--- src/rtl/aes_ctrl_fsm_if.sv ---
// Handshake and control-strobe bundle between the host/datapath side and the AES-128 sequencer.
// The master side drives the host handshake and datapath flags; the slave is the sequencer.
interface aes_ctrl_fsm_if;
  logic in_valid;
  logic in_ready;
  logic out_valid;
  logic out_ready;
  logic abort;
  logic done;
  logic done10;
  logic dp_clr;
  logic load_in;
  logic load_key;
  logic load_r10;
  logic cnt_en;
  logic out_en;
  logic busy;
  logic err;

  modport master (
    output in_valid, out_ready, abort, done, done10,
    input  in_ready, out_valid, dp_clr, load_in, load_key, load_r10,
           cnt_en, out_en, busy, err
  );

  modport slave (
    input  in_valid, out_ready, abort, done, done10,
    output in_ready, out_valid, dp_clr, load_in, load_key, load_r10,
           cnt_en, out_en, busy, err
  );
endinterface

--- src/rtl/aes_ctrl_fsm.sv ---
// Moore sequencer for a single-block AES-128 datapath: whitening load, full rounds,
// final round, result capture, host handshake, abort and round-counter watchdog.
module aes_ctrl_fsm #(
  parameter int NR      = 10,
  parameter int TIMEOUT = 16,
  parameter int TW      = 5
) (
  input logic          clk,
  input logic          clr,
  aes_ctrl_fsm_if.slave bus
);

  typedef enum logic [2:0] {
    IDLE  = 3'd0,
    LOAD  = 3'd1,
    ROUND = 3'd2,
    FINAL = 3'd3,
    CAPT  = 3'd4,
    OUTV  = 3'd5,
    ERR   = 3'd6
  } state_t;

  // An inconsistent build configuration traps every block in ERR instead of running unchecked.
  localparam bit CFG_OK = (TIMEOUT > NR - 1) && (TIMEOUT <= (2 ** TW));

  // Output vector order: in_ready, out_valid, dp_clr, load_in, load_key,
  // load_r10, cnt_en, out_en, busy, err.
  localparam logic [9:0] OUT_IDLE  = 10'b1010000000;
  localparam logic [9:0] OUT_LOAD  = 10'b0001101010;
  localparam logic [9:0] OUT_ROUND = 10'b0000001010;
  localparam logic [9:0] OUT_FINAL = 10'b0000010010;
  localparam logic [9:0] OUT_CAPT  = 10'b0000000110;
  localparam logic [9:0] OUT_OUTV  = 10'b0100000000;
  localparam logic [9:0] OUT_ERR   = 10'b0010000001;

  state_t          state_r;
  state_t          next_s;
  logic [TW-1:0]   wd_r;
  logic            wd_hit_s;
  logic [9:0]      out_r;

  function automatic logic [9:0] decode(input state_t st);
    logic [9:0] v;
    case (st)
      IDLE:    v = OUT_IDLE;
      LOAD:    v = OUT_LOAD;
      ROUND:   v = OUT_ROUND;
      FINAL:   v = OUT_FINAL;
      CAPT:    v = OUT_CAPT;
      OUTV:    v = OUT_OUTV;
      ERR:     v = OUT_ERR;
      default: v = OUT_ERR;
    endcase
    return v;
  endfunction

  assign wd_hit_s = CFG_OK ? (wd_r == TW'(TIMEOUT - 1)) : 1'b1;

  // Next-state selection; abort outranks every transition except the IDLE handshake.
  always_comb begin
    next_s = state_r;
    case (state_r)
      IDLE: begin
        if (bus.in_valid) next_s = LOAD;
        else              next_s = IDLE;
      end
      LOAD: begin
        if (bus.abort) next_s = IDLE;
        else           next_s = ROUND;
      end
      ROUND: begin
        if (bus.abort)       next_s = IDLE;
        else if (bus.done10) next_s = FINAL;
        else if (bus.done)   next_s = ERR;
        else if (wd_hit_s)   next_s = ERR;
        else                 next_s = ROUND;
      end
      FINAL: begin
        if (bus.abort) next_s = IDLE;
        else           next_s = CAPT;
      end
      CAPT: begin
        if (bus.abort) next_s = IDLE;
        else           next_s = OUTV;
      end
      OUTV: begin
        if (bus.abort)          next_s = IDLE;
        else if (bus.out_ready) next_s = IDLE;
        else                    next_s = OUTV;
      end
      ERR: begin
        if (bus.abort) next_s = IDLE;
        else           next_s = ERR;
      end
      default: next_s = ERR;
    endcase
  end

  // State register and state-decoded output register, updated together so outputs track state.
  always_ff @(posedge clk or posedge clr) begin
    if (clr) begin
      state_r <= IDLE;
      out_r   <= OUT_IDLE;
    end else begin
      state_r <= next_s;
      out_r   <= decode(next_s);
    end
  end

  // Watchdog counts consecutive ROUND cycles and is cleared everywhere else.
  always_ff @(posedge clk or posedge clr) begin
    if (clr) begin
      wd_r <= {TW{1'b0}};
    end else if (state_r == ROUND && next_s == ROUND) begin
      wd_r <= wd_r + TW'(1);
    end else begin
      wd_r <= {TW{1'b0}};
    end
  end

  assign bus.in_ready  = out_r[9];
  assign bus.out_valid = out_r[8];
  assign bus.dp_clr    = out_r[7];
  assign bus.load_in   = out_r[6];
  assign bus.load_key  = out_r[5];
  assign bus.load_r10  = out_r[4];
  assign bus.cnt_en    = out_r[3];
  assign bus.out_en    = out_r[2];
  assign bus.busy      = out_r[1];
  assign bus.err       = out_r[0];

endmodule

--- src/flat_wrapper.sv ---
// flat-port wrapper written by rule: the top's interface ports become plain ports
module aes_ctrl_fsm_flat 
#(
  parameter int NR      = 10,
  parameter int TIMEOUT = 16,
  parameter int TW      = 5
)
  (clk, clr, bus_in_valid, bus_out_ready, bus_abort, bus_done, bus_done10, bus_in_ready, bus_out_valid, bus_dp_clr, bus_load_in, bus_load_key, bus_load_r10, bus_cnt_en, bus_out_en, bus_busy, bus_err);
  aes_ctrl_fsm_if bus_i ();
  input logic clk;
  input logic clr;
  input wire logic [$bits(bus_i.in_valid)-1:0] bus_in_valid;
  input wire logic [$bits(bus_i.out_ready)-1:0] bus_out_ready;
  input wire logic [$bits(bus_i.abort)-1:0] bus_abort;
  input wire logic [$bits(bus_i.done)-1:0] bus_done;
  input wire logic [$bits(bus_i.done10)-1:0] bus_done10;
  output wire logic [$bits(bus_i.in_ready)-1:0] bus_in_ready;
  output wire logic [$bits(bus_i.out_valid)-1:0] bus_out_valid;
  output wire logic [$bits(bus_i.dp_clr)-1:0] bus_dp_clr;
  output wire logic [$bits(bus_i.load_in)-1:0] bus_load_in;
  output wire logic [$bits(bus_i.load_key)-1:0] bus_load_key;
  output wire logic [$bits(bus_i.load_r10)-1:0] bus_load_r10;
  output wire logic [$bits(bus_i.cnt_en)-1:0] bus_cnt_en;
  output wire logic [$bits(bus_i.out_en)-1:0] bus_out_en;
  output wire logic [$bits(bus_i.busy)-1:0] bus_busy;
  output wire logic [$bits(bus_i.err)-1:0] bus_err;
  assign bus_i.in_valid = bus_in_valid;
  assign bus_i.out_ready = bus_out_ready;
  assign bus_i.abort = bus_abort;
  assign bus_i.done = bus_done;
  assign bus_i.done10 = bus_done10;
  assign bus_in_ready = bus_i.in_ready;
  assign bus_out_valid = bus_i.out_valid;
  assign bus_dp_clr = bus_i.dp_clr;
  assign bus_load_in = bus_i.load_in;
  assign bus_load_key = bus_i.load_key;
  assign bus_load_r10 = bus_i.load_r10;
  assign bus_cnt_en = bus_i.cnt_en;
  assign bus_out_en = bus_i.out_en;
  assign bus_busy = bus_i.busy;
  assign bus_err = bus_i.err;
  aes_ctrl_fsm #(.NR(NR), .TIMEOUT(TIMEOUT), .TW(TW)) u_core (.clk(clk), .clr(clr), .bus(bus_i));
endmodule
--- config.mk ---
export PLATFORM = sky130hd
export DESIGN_NAME = aes_ctrl_fsm_flat
export DESIGN_NICKNAME = d
export VERILOG_FILES = /design/src/rtl/aes_ctrl_fsm_if.sv /design/src/rtl/aes_ctrl_fsm.sv /design/src/flat_wrapper.sv
export SDC_FILE = /design/constraint.sdc
export NUM_CORES = 1
export LEC_CHECK = 0
export BUFFER_PORTS_ARGS = -buffer_cell sky130_fd_sc_hd__buf_4
export CAP_MARGIN = 5
export CORE_MARGIN = 10
export CORE_UTILIZATION = 54
export DETAILED_ROUTE_END_ITERATION = 10
export PLACE_DENSITY = 0.8
export SETUP_SLACK_MARGIN = 0.5
export SLEW_MARGIN = 40
export SYNTH_ARGS = -nofsm -noshare
export SYNTH_HDL_FRONTEND = slang
export SYNTH_SLANG_ARGS = --single-unit
--- constraint.sdc ---
create_clock -name clk -period 3.3 [get_ports clk]
set_clock_uncertainty 0.1 [all_clocks]
set_input_delay 0.165 -clock clk [delete_from_list [all_inputs] [get_ports clk]]
set_output_delay 0.165 -clock clk [all_outputs]
set_load 0.01 [all_outputs]
* After elaboration in Yosys (flattened, before gate mapping)
Index checks and enable logic that the tools add are counted.
** Word-level totals
- Bits in registers :: 18
- Input bits :: 7
- Output and inout bits :: 10
- Word-level logic and storage cells :: 33
** Cells by class
- $add $sub $neg :: 1
- Equal/unequal tests :: 12
- Mux-type cells :: 14
- Reductions and logical operators :: 3
** Operators with widths (number)
- 10-bit case mux with 6 select lines :: 1
- 3-bit two-way mux :: 9
- 3-bit case mux with 7 select lines :: 1
- 3-bit equality test (second input constant) :: 5
- 3-bit by 2-bit equality test with 1-bit output (second input constant) :: 4
- 3-bit by 1-bit equality test with 1-bit output (second input constant) :: 2
- 3-bit zero test :: 2
- 5-bit by 1-bit adder with 5-bit output (second input constant) :: 1
- 5-bit by 4-bit equality test with 1-bit output (second input constant) :: 1
- 5-bit two-way mux :: 1
- 2-bit two-way mux :: 1
- 1-bit logical AND :: 1
- 1-bit two-way mux :: 1

* Depth between registers and ports, before layout
Gate-level depths: netlist of run 1.
- Depth in word-level cells :: 9
- Mapped depth :: 7
- Depth with buffers taken out :: 7

* Worst setup path after synthesis of run 1
No wires, ideal clock.
- Path kind :: register -> register
- From :: reg u_core.wd_r[0]
- To :: reg u_core.out_r[7]
- Setup time :: 0.075 ns
- Data arrival time :: 1.419 ns
- Data required time :: 3.125 ns
- Slack :: 1.706 ns
- Cell stages (with the launch flop) :: 7
- Path buffers :: 0
- Period minus slack after synthesis :: 1.594 ns
- Cells stage by stage :: dfrtp_1 > ha_1 > and3_1 > ha_1 > nor2_1 > o311a_4 > mux2i_1
** Between the ends
- Cells in the longest elaborated chain, start to end :: 8
- Elaborated cells on any way between the ends :: 13
- Classes of those cells :: eq/ne (6); mux (6); reduce/logical (1)
** RTL lines
- start: declaration :: line aes_ctrl_fsm.sv:38 : logic [TW-1:0] wd_r;
- start signal: assignment :: line aes_ctrl_fsm.sv:113 : wd_r <= {TW{1'b0}};
- start signal: assignment :: line aes_ctrl_fsm.sv:115 : wd_r <= wd_r + TW'(1);
- start signal: assignment :: line aes_ctrl_fsm.sv:117 : wd_r <= {TW{1'b0}};
- 5-bit by 4-bit equality test with 1-bit output (*) :: line aes_ctrl_fsm.sv:57 : assign wd_hit_s = CFG_OK ? (wd_r == TW'(TIMEOUT - 1)) : 1'b1;
- 3-bit two-way mux (*) :: line aes_ctrl_fsm.sv:75 : else if (wd_hit_s) next_s = ERR;
- 3-bit two-way mux (*) :: line aes_ctrl_fsm.sv:74 : else if (bus.done) next_s = ERR;
- 3-bit two-way mux (*) :: line aes_ctrl_fsm.sv:73 : else if (bus.done10) next_s = FINAL;
- 3-bit two-way mux (*) :: line aes_ctrl_fsm.sv:72 : if (bus.abort) next_s = IDLE;
- 3-bit case mux with 7 select lines (*) :: line aes_ctrl_fsm.sv:62 : case (state_r)
- 3-bit equality test (tied with other cells) :: line aes_ctrl_fsm.sv:44 : case (st)
- 10-bit case mux with 6 select lines (*) :: line aes_ctrl_fsm.sv:44
- end signal: assignment :: line aes_ctrl_fsm.sv:106 : out_r <= decode(next_s);
- end: declaration :: line aes_ctrl_fsm.sv:40 : logic [9:0] out_r;
Every way passes the cells marked *; elsewhere a longest branch is shown, timed or not.

* Worst setup path after layout of run 1
Same ends and word-level chain as after synthesis.

==> results of run 1 <==
==> cells in the final DEF, fill, tap and decap left out <==
cell            n
nand4_1         1
o311ai_1        1
o21ai_1         1
nand2_1         4
and3_1          4
o311a_4         1
buf_4          16
o21ai_2         1
inv_1           6
dlygate4sd3_1   1
dfstp_2         2
a21o_2          1
ha_1            2
nor4_1          1
nor2_1         12
clkbuf_1        1
clkbuf_4        3
mux2i_1         2
a21oi_1         1
xor2_1          1
dfrtp_1        15
nand3_1         3
nand2b_1        1
a21o_1          1
o211ai_1        2
xnor2_1         1
nand2b_4        1
==> per-stage QoR <==
step	util (%)	hold slack (ns)	setup slack, ns	instance area (µm²)
6_report	68.4	0.0545	1.56	901
3_5_place_dp	65.6	0.175	1.59	865
5_1_grt	68.4	0.0836	1.46	901
2_1_floorplan	-	-0.0104	1.71	757
3_3_place_gp	65.6	0.167	1.67	865
4_1_cts	68.4	0.0535	1.57	901
==> state kept, by name, indices dropped and copies added (netlist names) <==
| register | flops |
|---|---|
| u_core.wd_r | 5 |
| u_core.out_r | 9 |
| u_core.state_r | 3 |
==> cell type report <==
class | count | area [µm²] | area share, %
flip-flops and latches | 17 | 428 | 47.5
repair buffers | 17 | 130 | 14.4
clock buffers | 4 | 26.3 | 2.92
well taps | 15 | 18.8 | 2.08
multi-input cells | 42 | 275 | 30.6
inverters | 6 | 22.5 | 2.50
==> cells in the mapped netlist <==
| master | number | area [µm²] |
|---|---|---|
| a21o_1 | 1 | 7.51 |
| a21o_2 | 1 | 8.76 |
| a21oi_1 | 1 | 5.00 |
| and3_1 | 4 | 25.0 |
| buf_2 | 1 | 5.00 |
| buf_4 | 2 | 15.0 |
| buf_6 | 1 | 11.3 |
| dfrtp_1 | 15 | 375 |
| dfstp_2 | 2 | 52.6 |
| ha_1 | 2 | 25.0 |
| inv_1 | 6 | 22.5 |
| mux2i_1 | 2 | 20.0 |
| nand2_1 | 4 | 15.0 |
| nand2b_1 | 1 | 6.26 |
| nand2b_4 | 1 | 13.8 |
| nand3_1 | 3 | 15.0 |
| nand4_1 | 1 | 6.26 |
| nor2_1 | 12 | 45.0 |
| nor4_1 | 1 | 6.26 |
| o211ai_1 | 2 | 15.0 |
| o21ai_1 | 1 | 5.00 |
| o21ai_2 | 1 | 8.76 |
| o311a_4 | 1 | 21.3 |
| o311ai_1 | 1 | 8.76 |
| xnor2_1 | 1 | 8.76 |
| xor2_1 | 1 | 8.76 |
==> logic make-up after synthesis <==
logic type                 count (synthesis)  synth area share (%)
xor gates and xnor gates                   2                  2.31
adders and majority gates                  2                  3.31
buffers and inverters                     10                  7.11
AOI/OAI and AO/OA                          9                  10.6
DFF                                       17                  56.5
and+or+nand+nor                           27                  17.5
muxes                                      2                  2.64
==> critical path, delay by kind of cell (launching register included) <==
family	cells	cell delay [ns]
flops	1	0.42
mux	1	0.19
fa+ha+maj	2	0.43
compound gates	1	0.20
simple gates	2	0.33
==> power breakdown <==
group	switching [µW]	leakage (µW)	internal (µW)	total, µW
registers	50.4	0.000222	267	318
clock network	58.3	0.0000150	46.9	105
logic	110	0.000247	116	226
==> repair_timing <==
item,in CTS,in global routing
hold buffers,1,0
endpoints found under the hold margin,15,0
endpoints found under the setup margin,0,0
==> worst paths after layout <==
kind / startpoint / to / slack [ns] / cells past startpoint
worst max-delay path: u_core.wd_r[0] / u_core.out_r[7] / 1.56 / 6
worst min-delay path: bus_in_valid / u_core.out_r[6] / 0.05 / 3
worst max register to register: u_core.wd_r[0] / u_core.out_r[7] / 1.56 / 6
worst min register to register: u_core.wd_r[0] / u_core.wd_r[0] / 0.40 / 1
max in group asynchronous: clr / u_core.state_r[0] / 2.31 / 3
min in group asynchronous: clr / u_core.out_r[1] / 0.40 / 3
==> per-layer routing <==
metal | vias to the layer above | wire length, µm | share of wire, % | GRT usage [%]
met5 | - | 0 | 0 | 0
li1 | 267 | - | - | -
met3 | 4 | 89 | 6.0 | 3.10
met1 | 250 | 573 | 39 | 9.77
met4 | 0 | 15 | 1.0 | 3.02
met2 | 10 | 794 | 54 | 16.9
==> out/metrics.csv, run 1 <==
stage,metric,value,unit
logic_synthesis,ys_types,26,
grt,grt_first_pass_wirelength,2.53,mm
cts,cts_sinks,17,
timing,grt_setup_unrepaired,false,
grt,grt_util_all_layers,9.32,%
logic_synthesis,avgSynthCellArea,11.0,µm²
logic_synthesis,ys_seq_elements,17,
cts,cts.htree.levels,1,
timing,timing.fmax,574,MHz
finish,layoutNonFillerInstCount,101,
placed_design,dp.cells,96,
logic_synthesis,synth_cells,69,
finish,synthToLayoutAreaGrowth,19.0,%
cts,cts_tree,done,
placed_design,portBuffers,16,
worst_hold_path,hold_path_class,input pin to flip-flop,
floorplan,num_rows,13,
floorplan,dieArea,3300,µm²
cts,numCtsBuffers,3,
timing,worst_pin_slew,0.599,ns
cts,clk_latency,0.28,ns
power,power_leakage,0.000484,µW
route,wire_per_inst,14.6,µm
placed_design,gp_congestion,0.823,
grt,grt_max_degree,18,
status,status,finished clean,
setup_path,cp-end-kind,flip-flop,
setup_path,critPathKind,flip-flop to flip-flop,
setup_path,cp.arrival,1.85,ns
cts,cts_setup_buffers,0,
logic_synthesis,syn_nets,78,
cts,path_clk_slew,0.09,ns
finish,fillers,97,
logic_synthesis,yosys_warnings,0,
timing,tns,0,ns
timing,slew_violations,0,
setup_path,slowest_delay,0.42,ns
route,vias,531,
cts,cts_root_buf,clkbuf_4,
grt,grt_overflow_total,0,
route,viasPerCell,5.26,
logic_synthesis,ys_seq_area_share,56.5,%
timing,hold_violations,0,
finish,layout.nets,96,
finish,layout-drive-gt1-share,29.1,%
route,drt_iter0_drc,3,
cts,cts.path.max_buffers,2,
route,detail-route-antenna-nets,0,
route,drc_errors,0,
cts,cts_resized,0,
setup_path,slowest_stage,dfrtp_1,
setup_path,worstPathCellList,ha_1 > and3_1 > ha_1 > nor2_1 > o311a_4 > mux2i_1,
power,power,649,µW
logic_synthesis,synth_area,757,µm²
route,routed_wl,1.47,mm
power,power.density,720,nW/µm²
grt,antenna_found_initial,0,
floorplan,die_w,57.4,µm
timing,fin_crit,1.74,ns
floorplan,pin_count,17,
floorplan,dieHeight,57.4,µm
timing,finalCritPeriodShare,52.8,%
setup_path,cp_max_fo,5,
timing,setup_viol,0,
floorplan,core,1320,µm²
placed_design,dp_hpwl,1.16,mm
flow_run,drv_cap,0,
setup_path,cp_common_cell,ha_1,
power,ir_drop,0.396,mV
grt,grt_pass1_vias,552,
setup_path,crit_required,3.41,ns
timing,relSlewSlack,60.0,%
finish,antenna_cells,0,
route,dr.pass1.iters,2,
floorplan,initial_core_util,57.5,%
setup_path,startpoint_type,flip-flop,
No activity file was read; power rests on OpenSTA's default activity.
==> inputs of run 2 (changes only) <==
--- a/config.mk
+++ b/config.mk
@@ -8,9 +8,9 @@
 export BUFFER_PORTS_ARGS = -buffer_cell sky130_fd_sc_hd__buf_4
 export CAP_MARGIN = 5
 export CORE_MARGIN = 10
-export CORE_UTILIZATION = 54
+export CORE_UTILIZATION = 50
 export DETAILED_ROUTE_END_ITERATION = 10
-export PLACE_DENSITY = 0.8
+export PLACE_DENSITY = 0.75
 export SETUP_SLACK_MARGIN = 0.5
 export SLEW_MARGIN = 40
 export SYNTH_ARGS = -nofsm -noshare
==> constraint.sdc (replaced) <==
create_clock -name clk -period 1.75 [get_ports clk]
set_clock_uncertainty 0.1 [all_clocks]
set_input_delay 0.0875 -clock clk [delete_from_list [all_inputs] [get_ports clk]]
set_output_delay 0.0875 -clock clk [all_outputs]
set_load 0.01 [all_outputs]
==> out/metrics.csv, run 2 (synthesis results as in run 1) <==
stage,metric,value,unit,change
status,status,finished clean,,unchanged
timing,slew_violations,0,,unchanged
cts,cts_sinks,17,,unchanged
timing,fin_crit,1.65,ns,was 1.74 ns
grt,grt_util_all_layers,10.3,%,was 9.32%
finish,layout.nets,101,,was 96
power,power_leakage,0.000510,µW,was 0.000484 µW
route,drc_errors,0,,unchanged
finish,layout_commonest_cell,buf_4,,unchanged
route,vias,560,,was 531
cts,cts_root_buf,clkbuf_4,,unchanged
setup_path,cp_max_fo,5,,unchanged
worst_hold_path,hold_depth,4,,was 3
floorplan,dieHeight,58.9,µm,was 57.4 µm
timing,timing.fmax,607,MHz,was 574 MHz
timing,finalCritPeriodShare,94.1,%,was 52.8%
setup_path,reg2reg_slack,0.10,ns,was 1.56 ns
cts,cts.path.max_buffers,2,,unchanged
cts,clk_latency,0.28,ns,about the same
grt,grt_pass1_vias,602,,was 552
timing,worst_pin_slew,0.638,ns,was 0.599 ns
route,viasPerCell,5.28,,was 5.26
route,wire_per_inst,15.5,µm,was 14.6 µm
finish,regMostFlops,u_core.out_r,,unchanged
floorplan,initial_core_util,55.4,%,was 57.5%
timing,setup_viol,0,,unchanged
worst_hold_path,hold_end,u_core.wd_r[0],,was u_core.out_r[6]
setup_path,startpoint_type,flip-flop,,unchanged
setup_path,cp-end-kind,flip-flop,,unchanged
timing,setup_slack,0.104,ns,was 1.56 ns
timing,grt_setup_unrepaired,true,,was false
setup_path,cp.arrival,1.73,ns,was 1.85 ns
grt,antenna_found_initial,0,,unchanged
placed_design,dp_hpwl,1.16,mm,about the same
power,ir_drop,0.822,mV,was 0.396 mV
timing,tns,0,ns,unchanged
worst_hold_path,min_from,bus_done10,,was bus_in_valid
placed_design,place_ws,0.0601,ns,was 1.59 ns
setup_path,r2r_cells,6,,unchanged
placed_design,gp_congestion,0.759,,was 0.823
floorplan,die_w,58.9,µm,was 57.4 µm
floorplan,pin_count,17,,unchanged
timing,relSlewSlack,57.4,%,was 60.0%
cts,cts_tree,done,,unchanged
floorplan,num_rows,13,,unchanged
setup_path,reg2reg_from,u_core.wd_r[1],,was u_core.wd_r[0]
setup_path,critPathKind,flip-flop to flip-flop,,unchanged
route,dr.pass1.iters,4,,was 2
timing,hold_violations,0,,unchanged
grt,grt_first_pass_wirelength,2.81,mm,was 2.53 mm
finish,largest_reg_flops,9,,unchanged
finish,antenna_cells,0,,unchanged
finish,layout-drive-gt1-share,44.0,%,was 29.1%
placed_design,portBuffers,16,,unchanged
cts,numCtsBuffers,3,,unchanged
route,routed_wl,1.65,mm,was 1.47 mm
cts,path_clk_slew,0.10,ns,was 0.09 ns
cts,cts.htree.levels,1,,unchanged
finish,reg_top3,"u_core.out_r (9), u_core.wd_r (5), u_core.state_r (3)",,unchanged
grt,grt_overflow_total,0,,unchanged
floorplan,dieArea,3470,µm²,was 3300 µm²
finish,synthToLayoutAreaGrowth,30.6,%,was 19.0%
setup_path,crit_required,1.83,ns,was 3.41 ns
grt,grt_max_degree,18,,unchanged
power,power.density,1280,nW/µm²,was 720 nW/µm²
route,drt_iter0_drc,10,,was 3
flow_run,drv_cap,0,,unchanged
worst_hold_path,hold_path_class,input pin to flip-flop,,unchanged
setup_path,r2r-end,u_core.out_r[1],,was u_core.out_r[7]
finish,layout_common_cells,"buf_4, dfrtp_1, nor2_1, inv_1",,unchanged
floorplan,core,1370,µm²,was 1320 µm²
route,detail-route-antenna-nets,0,,unchanged
==> run 2: where the power goes <==
part / internal [µW] / total (µW) / switching, µW
Clock: 84.8 / 204 / 119
Combinational: 230 / 460 / 230
Sequential: 506 / 603 / 96.6
Total: 821 / 1270 / 446
==> run 2: per-layer routing <==
metal	vias up	track usage, %	part of all wire (%)
met5	-	0	0
met4	0	3.93	0.73
met3	2	4.94	8.7
met2	18	15.9	47
met1	265	11.9	44
li1	275	-	-
==> run 2: worst max-delay path by stage <==
stage | to | from | slack, ns
floorplan | u_core.out_r[7] | u_core.wd_r[0] | 0.17
global placement | u_core.out_r[7] | u_core.wd_r[0] | 0.13
detailed placement | u_core.out_r[1] | u_core.wd_r[0] | 0.06
CTS | u_core.out_r[1] | u_core.wd_r[0] | 0.12
global route | u_core.out_r[1] | u_core.wd_r[0] | 0.05
finish | u_core.out_r[1] | u_core.wd_r[1] | 0.10
==> run 2: through the flow <==
step           util [%]  instances  hold WS, ns  cell area (µm²)  total power, µW
2_1_floorplan         -         69      -0.0879              757              897
3_3_place_gp       63.3         96       0.0906              865             1020
3_5_place_dp       63.3         96        0.101              865             1040
4_1_cts            71.6        106    -0.000217              978             1260
5_1_grt            72.3        106      0.00999              988             1350
6_report           72.3        106       0.0139              988             1270
==> run 2: worst max-delay path, stage by stage (launching register included) <==
cell and delay (ns):
dfrtp_1 0.38, ha_2 0.19, and3_4 0.19, ha_4 0.13
nor2_2 0.04, o311a_4 0.32, a21o_2 0.20
==> run 2: cell type report <==
| class | instances | area (µm²) |
|---|---|---|
| inverters | 6 | 22.5 |
| clock inverters | 1 | 5.00 |
| fillers | 113 | 378 |
| repair buffers | 22 | 174 |
| multi-input cells | 42 | 317 |
| flip-flops and latches | 17 | 429 |
| well taps | 15 | 18.8 |
| clock buffers | 3 | 22.5 |
==> run 2: timing repair <==
action	CTS	global route
pin swaps	4	3
resized for setup	9	4
buffers inserted	4	0
endpoints found under the setup margin	12	13
hold endpoints to repair	17	0
hold buffers	2	0
